`src/rtl/armleocpu_regfile_wrctrl_if.sv`:
```
// Purpose: bundles the writeback and debug write-request channels with the
// register file write port they arbitrate onto.
// Ports: wb_* / dbg_* valid-ready request channels in, rd_* write port out.
interface armleocpu_regfile_wrctrl_if;
    // Pipeline writeback request channel
    logic        wb_valid;
    logic        wb_ready;
    logic [4:0]  wb_addr;
    logic [31:0] wb_wdata;

    // Debug register-write request channel
    logic        dbg_valid;
    logic        dbg_ready;
    logic [4:0]  dbg_addr;
    logic [31:0] dbg_wdata;

    // Registered register-file write port
    logic        rd_write;
    logic [4:0]  rd_addr;
    logic [31:0] rd_wdata;

    // Requester / consumer side
    modport master (
        output wb_valid, wb_addr, wb_wdata,
        input  wb_ready,
        output dbg_valid, dbg_addr, dbg_wdata,
        input  dbg_ready,
        input  rd_write, rd_addr, rd_wdata
    );

    // Write controller side
    modport slave (
        input  wb_valid, wb_addr, wb_wdata,
        output wb_ready,
        input  dbg_valid, dbg_addr, dbg_wdata,
        output dbg_ready,
        output rd_write, rd_addr, rd_wdata
    );
endinterface

```
`src/rtl/armleocpu_regfile_wrctrl.sv`:
```
// Purpose: clears x0..x31 after reset, then arbitrates writeback vs debug writes onto the regfile write port.
// Latency: one cycle from a valid&&ready handshake to the registered rd_* write port.
// Backpressure: both readies low while clearing; writeback wins ties unless debug has starved STARVE_LIMIT times.
//
// Ports: clk, rst_n (async active-low), bus (slave side of armleocpu_regfile_wrctrl_if),
//        init_done (high once the 32-register clear has completed, until next reset).
module armleocpu_regfile_wrctrl #(
    parameter int unsigned STARVE_LIMIT = 4   // legal range 1..15
) (
    input  logic                          clk,
    input  logic                          rst_n,
    armleocpu_regfile_wrctrl_if.slave     bus,
    output logic                          init_done
);

    typedef enum logic {
        ST_INIT = 1'b0,
        ST_RUN  = 1'b1
    } state_t;

    localparam logic [3:0] LIMIT = 4'(STARVE_LIMIT);

    state_t      state_q, state_d;
    logic [4:0]  clr_cnt_q, clr_cnt_d;
    logic [3:0]  starve_q, starve_d;
    logic        rd_write_q, rd_write_d;
    logic [4:0]  rd_addr_q, rd_addr_d;
    logic [31:0] rd_wdata_q, rd_wdata_d;
    logic        init_done_q, init_done_d;

    logic        forced;
    logic        wb_rdy;
    logic        dbg_rdy;
    logic        wb_xfer;
    logic        dbg_xfer;

    // Readies come straight from registered state, so reset forces them low
    // asynchronously. dbg_ready looks at wb_valid (the other requester), never
    // at dbg_valid, so neither requester's ready depends on its own valid.
    assign forced   = (state_q == ST_RUN) && (starve_q == LIMIT);
    assign wb_rdy   = (state_q == ST_RUN) && !forced;
    assign dbg_rdy  = (state_q == ST_RUN) && (forced || !bus.wb_valid);
    assign wb_xfer  = bus.wb_valid && wb_rdy;
    assign dbg_xfer = bus.dbg_valid && dbg_rdy;

    always_ff @(posedge clk or negedge rst_n) begin
        if (!rst_n) begin
            state_q     <= ST_INIT;
            clr_cnt_q   <= 5'd0;
            starve_q    <= 4'd0;
            rd_write_q  <= 1'b0;
            rd_addr_q   <= 5'd0;
            rd_wdata_q  <= 32'd0;
            init_done_q <= 1'b0;
        end else begin
            state_q     <= state_d;
            clr_cnt_q   <= clr_cnt_d;
            starve_q    <= starve_d;
            rd_write_q  <= rd_write_d;
            rd_addr_q   <= rd_addr_d;
            rd_wdata_q  <= rd_wdata_d;
            init_done_q <= init_done_d;
        end
    end

    always_comb begin
        state_d     = state_q;
        clr_cnt_d   = clr_cnt_q;
        starve_d    = starve_q;
        rd_write_d  = 1'b0;
        rd_addr_d   = rd_addr_q;
        rd_wdata_d  = rd_wdata_q;
        init_done_d = init_done_q;

        unique case (state_q)
            ST_INIT: begin
                rd_write_d = 1'b1;
                rd_addr_d  = clr_cnt_q;
                rd_wdata_d = 32'd0;
                clr_cnt_d  = clr_cnt_q + 5'd1;
                if (clr_cnt_q == 5'd31) begin
                    state_d     = ST_RUN;
                    init_done_d = 1'b1;
                end
            end
            ST_RUN: begin
                // The ready equations make the two transfers mutually exclusive.
                if (wb_xfer) begin
                    rd_write_d = (bus.wb_addr != 5'd0);
                    rd_addr_d  = bus.wb_addr;
                    rd_wdata_d = bus.wb_wdata;
                end else if (dbg_xfer) begin
                    rd_write_d = (bus.dbg_addr != 5'd0);
                    rd_addr_d  = bus.dbg_addr;
                    rd_wdata_d = bus.dbg_wdata;
                end

                // Count debug losses; once at LIMIT, wb_ready drops so the
                // count holds until debug finally transfers.
                if (dbg_xfer || !bus.dbg_valid) begin
                    starve_d = 4'd0;
                end else if (wb_xfer) begin
                    starve_d = starve_q + 4'd1;
                end
            end
            default: begin
                state_d = ST_INIT;
            end
        endcase
    end

    assign bus.wb_ready  = wb_rdy;
    assign bus.dbg_ready = dbg_rdy;
    assign bus.rd_write  = rd_write_q;
    assign bus.rd_addr   = rd_addr_q;
    assign bus.rd_wdata  = rd_wdata_q;
    assign init_done     = init_done_q;

endmodule

```
`src/flat_wrapper.sv`:
```
// flat-port wrapper written by rule: the top's interface ports become plain ports
module armleocpu_regfile_wrctrl_flat 
#(
    parameter int unsigned STARVE_LIMIT = 4                       
)
  (clk, rst_n, init_done, bus_wb_valid, bus_wb_addr, bus_wb_wdata, bus_wb_ready, bus_dbg_valid, bus_dbg_addr, bus_dbg_wdata, bus_dbg_ready, bus_rd_write, bus_rd_addr, bus_rd_wdata);
  armleocpu_regfile_wrctrl_if bus_i ();
  input  logic clk;
  input  logic rst_n;
  output logic init_done;
  input wire logic [$bits(bus_i.wb_valid)-1:0] bus_wb_valid;
  input wire logic [$bits(bus_i.wb_addr)-1:0] bus_wb_addr;
  input wire logic [$bits(bus_i.wb_wdata)-1:0] bus_wb_wdata;
  output wire logic [$bits(bus_i.wb_ready)-1:0] bus_wb_ready;
  input wire logic [$bits(bus_i.dbg_valid)-1:0] bus_dbg_valid;
  input wire logic [$bits(bus_i.dbg_addr)-1:0] bus_dbg_addr;
  input wire logic [$bits(bus_i.dbg_wdata)-1:0] bus_dbg_wdata;
  output wire logic [$bits(bus_i.dbg_ready)-1:0] bus_dbg_ready;
  output wire logic [$bits(bus_i.rd_write)-1:0] bus_rd_write;
  output wire logic [$bits(bus_i.rd_addr)-1:0] bus_rd_addr;
  output wire logic [$bits(bus_i.rd_wdata)-1:0] bus_rd_wdata;
  assign bus_i.wb_valid = bus_wb_valid;
  assign bus_i.wb_addr = bus_wb_addr;
  assign bus_i.wb_wdata = bus_wb_wdata;
  assign bus_wb_ready = bus_i.wb_ready;
  assign bus_i.dbg_valid = bus_dbg_valid;
  assign bus_i.dbg_addr = bus_dbg_addr;
  assign bus_i.dbg_wdata = bus_dbg_wdata;
  assign bus_dbg_ready = bus_i.dbg_ready;
  assign bus_rd_write = bus_i.rd_write;
  assign bus_rd_addr = bus_i.rd_addr;
  assign bus_rd_wdata = bus_i.rd_wdata;
  armleocpu_regfile_wrctrl #(.STARVE_LIMIT(STARVE_LIMIT)) u_core (.clk(clk), .rst_n(rst_n), .bus(bus_i), .init_done(init_done));
endmodule
```
`config.mk`:
```
export PLATFORM = sky130hd
export DESIGN_NAME = armleocpu_regfile_wrctrl_flat
export DESIGN_NICKNAME = d
export VERILOG_FILES = /design/src/rtl/armleocpu_regfile_wrctrl_if.sv /design/src/rtl/armleocpu_regfile_wrctrl.sv /design/src/flat_wrapper.sv
export SDC_FILE = /design/constraint.sdc
export NUM_CORES = 1
export LEC_CHECK = 0
export ABC_CLOCK_PERIOD_IN_PS = 4000
export BUFFER_PORTS_ARGS = -buffer_cell sky130_fd_sc_hd__buf_4
export CAP_MARGIN = 20
export CELL_PAD_IN_SITES_DETAIL_PLACEMENT = 2
export CELL_PAD_IN_SITES_GLOBAL_PLACEMENT = 2
export CORE_UTILIZATION = 31
export CTS_BUF_LIST = sky130_fd_sc_hd__clkbuf_16
export DETAILED_ROUTE_END_ITERATION = 7
export PLACE_DENSITY_LB_ADDON = 0.05
export SETUP_SLACK_MARGIN = 0.4
export SLEW_MARGIN = 0
export SYNTH_ARGS = -nofsm -noshare
export SYNTH_HDL_FRONTEND = slang
export SYNTH_SLANG_ARGS = --single-unit
```
`constraint.sdc`:
```
create_clock -name clk -period 4 [get_ports clk]
set_clock_uncertainty 0.15 [all_clocks]
set_input_delay 0.2 -clock clk [delete_from_list [all_inputs] [get_ports clk]]
set_output_delay 0.2 -clock clk [all_outputs]
set_load 0.05 [all_outputs]
```
==> results.cfg <==
[synthesis]
synth.avg_cell_area_um2 = 13.5
synthCells = 191
synthTopCellsByArea = dfrtp_1, o2bb2ai_2, mux2i_1
async_flop_share_pct = 100
ys.flop_type = dfrtp_1
yosys_warnings = 0
synth-edff-count = 0
synth_top_area_cell = dfrtp_1
syn_area_um2 = 2580
syn_nets = 273
synth.most_common_cell = dfrtp_1
yosys.area.top_type_share_pct = 47.5
yosysSeqAreaShare_pct = 47.5
netlist_top_cells_count = dfrtp_1, mux2i_1, o2bb2ai_2
synth-seq-cells = 49
synth.distinct_cells = 35

[routing]
via_per_inst = 4.98
wl_per_cell_um = 18.2
drtIter0Drc = 49
antenna_left = 0
num_vias = 2038
drc = 0
wirelength_um = 7440
first_pass_iters = 5

[critical_path]
end_kind = flop
worstPathCellList = inv_2 > a21oi_4 > and2b_2 > a21oi_1
crit_path_top_delay_cell = and2b_2
crit_fanout = 37
start_kind = flop
path_class = flop to flop
cp.arrival_ps = 2410
max_stage_delay_ps = 820
cp.required_ps = 3980

[sta]
finalHoldViolations = 0
max_clock_freq_mhz = 412
tightest_slew_ps = 943
setup_viol = 0
finalHoldWorstSlack_ps = 37.6
finalSetupTns_ps = 0
rsz0062_at_grt = false
finalMaxSlewViolations = 0
post-route-period-util_pct = 60.7
min_period_ps = 2430
relSlewSlack_pct = 37.1

[global_route]
grt_use_total_pct = 18.0
grt_pass1_wl_um = 11900
top_usage_layer = met2
grt_max_degree = 50
grt_overflow = 0
grtUsageMet1_pct = 22.5
grt_use_met2_pct = 32.0
first_global_vias = 2233
grtUsageMet3_pct = 2.76
antenna_found_initial = 0

[placed_design]
routabilityCongestion = 0.738
hpwlAfterDp_um = 5350
placedInstanceArea_um2 = 3480
port-buffer-count = 118

[cts]
clock-sinks = 49
insertion_delay_ps = 280
cts_buffers = 5
clk_pin_slew_ps = 70
cts_root_buf = clkbuf_16
clock_path_buffers = 2
htree_levels = 2
cts_tree = built

[finish]
num_antenna_cells = 0
nFillCells = 822
drive_above_1_share_pct = 52.8
finalNetCount = 388
seqCellArea_um2 = 1230
fin_util_pct = 46.6
final_area_um2 = 3680
area_growth_pct = 42.3
multi_input_area_um2 = 1190

[pwr]
leakagePower_uw = 0.00177
irDropWorstVdd_mv = 0.188
p_per_area_nw_per_um2 = 408

[die]
start_util_pct = 32.7
die_w_um = 93.3
core_area_um2 = 7890
ios = 119
dieArea_um2 = 8700
fp.dieH_um = 93.3
row_count = 32

[run]
cap_violations = 0

[hold_path]
hold_path_class = input port to flop

[run_status]
status = finished, final reports clean
## through the flow
stage	setup slack [ps]	power, µW	std cells
floorplan	1990	816	191
global placement	1620	968	400
detailed placement	1540	974	400
CTS	1530	1520	409
global route	1360	1560	409
finish	1570	1500	409
## flip-flops by register name, summed over array words and instances, names as in the netlist
register             flops
u_core.bus.rd_wdata     32
u_core.bus.rd_write      1
u_core.starve_q          4
u_core.state_q           1
u_core.clr_cnt_q         5
u_core.init_done         1
u_core.bus.rd_addr       5
## layout by cell type (no fill, tap or decap), types with 5 or more instances in the layout
cell type,n
inv_1,7
mux2i_1,33
a21oi_1,7
nand2b_1,5
clkbuf_16,5
dfrtp_1,49
o2bb2ai_2,25
buf_4,120
nand2_1,5
o2bb2ai_1,7
o21ai_0,5
## power breakdown
group          switching, µW  internal, µW
Clock                    184           357
Combinational            247           148
Sequential              29.1           536
Total                    460          1040
## what timing repair did
action / 4_1_cts / 5_1_grt
hold buffers: 1 / 0
buffers inserted: 0 / 0
gates resized for setup: 0 / 0
hold endpoints to repair: 49 / 0
## cells by family (layout without fill, tap and decap cells)
| kind of cell | Yosys count | after routing | synth area share (%) |
|---|---|---|---|
| and+or+nand+nor | 26 | 26 | 6.44 |
| buffers and inverters | 21 | 137 | 6.44 |
| DFF | 49 | 49 | 47.5 |
| muxes | 35 | 35 | 13.7 |
| adders and majority gates | 4 | 4 | 1.94 |
| AOI/OAI and AO/OA | 53 | 53 | 23.0 |
| xor gates and xnor gates | 3 | 3 | 1.02 |
## metal layers
| metal | wire, µm | share of wire (%) | vias to the layer above |
|---|---|---|---|
| met5 | 0 | 0 | - |
| met4 | 77 | 1.0 | 0 |
| met3 | 332 | 4.5 | 8 |
| met2 | 3840 | 52 | 64 |
| met1 | 3190 | 43 | 1015 |
| li1 | - | - | 951 |
## final cells by class
class | instances | area share [%]
sequential | 49 | 33.4
clock buffer | 5 | 3.40
inverter | 8 | 0.817
clock inverter | 3 | 1.77
tap | 102 | 3.47
multi-input combinational | 121 | 32.4
timing repair buffer | 121 | 24.8
## path summary, 6_finish.rpt
path                       cells after the start  slack [ps]                       to             start
hold reg to reg                                1         310         u_core.init_done  u_core.init_done
hold / removal                                 3          40  u_core.bus.rd_wdata[24]  bus_wb_wdata[24]
setup / recovery                               4        1570    u_core.bus.rd_addr[1]    u_core.state_q
setup reg to reg                               4        1570    u_core.bus.rd_addr[1]    u_core.state_q
min in group asynchronous                      2         340  u_core.bus.rd_wdata[27]             rst_n
max in group asynchronous                      2        2940      u_core.clr_cnt_q[4]             rst_n
## worst max-delay path, delay by kind of cell, from the launching register on
kind                   cells  cell delay [ps]
AND/OR/NAND/NOR            1              820
flip-flops                 1              660
AO/OA/AOI/OAI              2              430
buffers and inverters      1              220
Note: power is estimated with default switching activity, not from simulation.
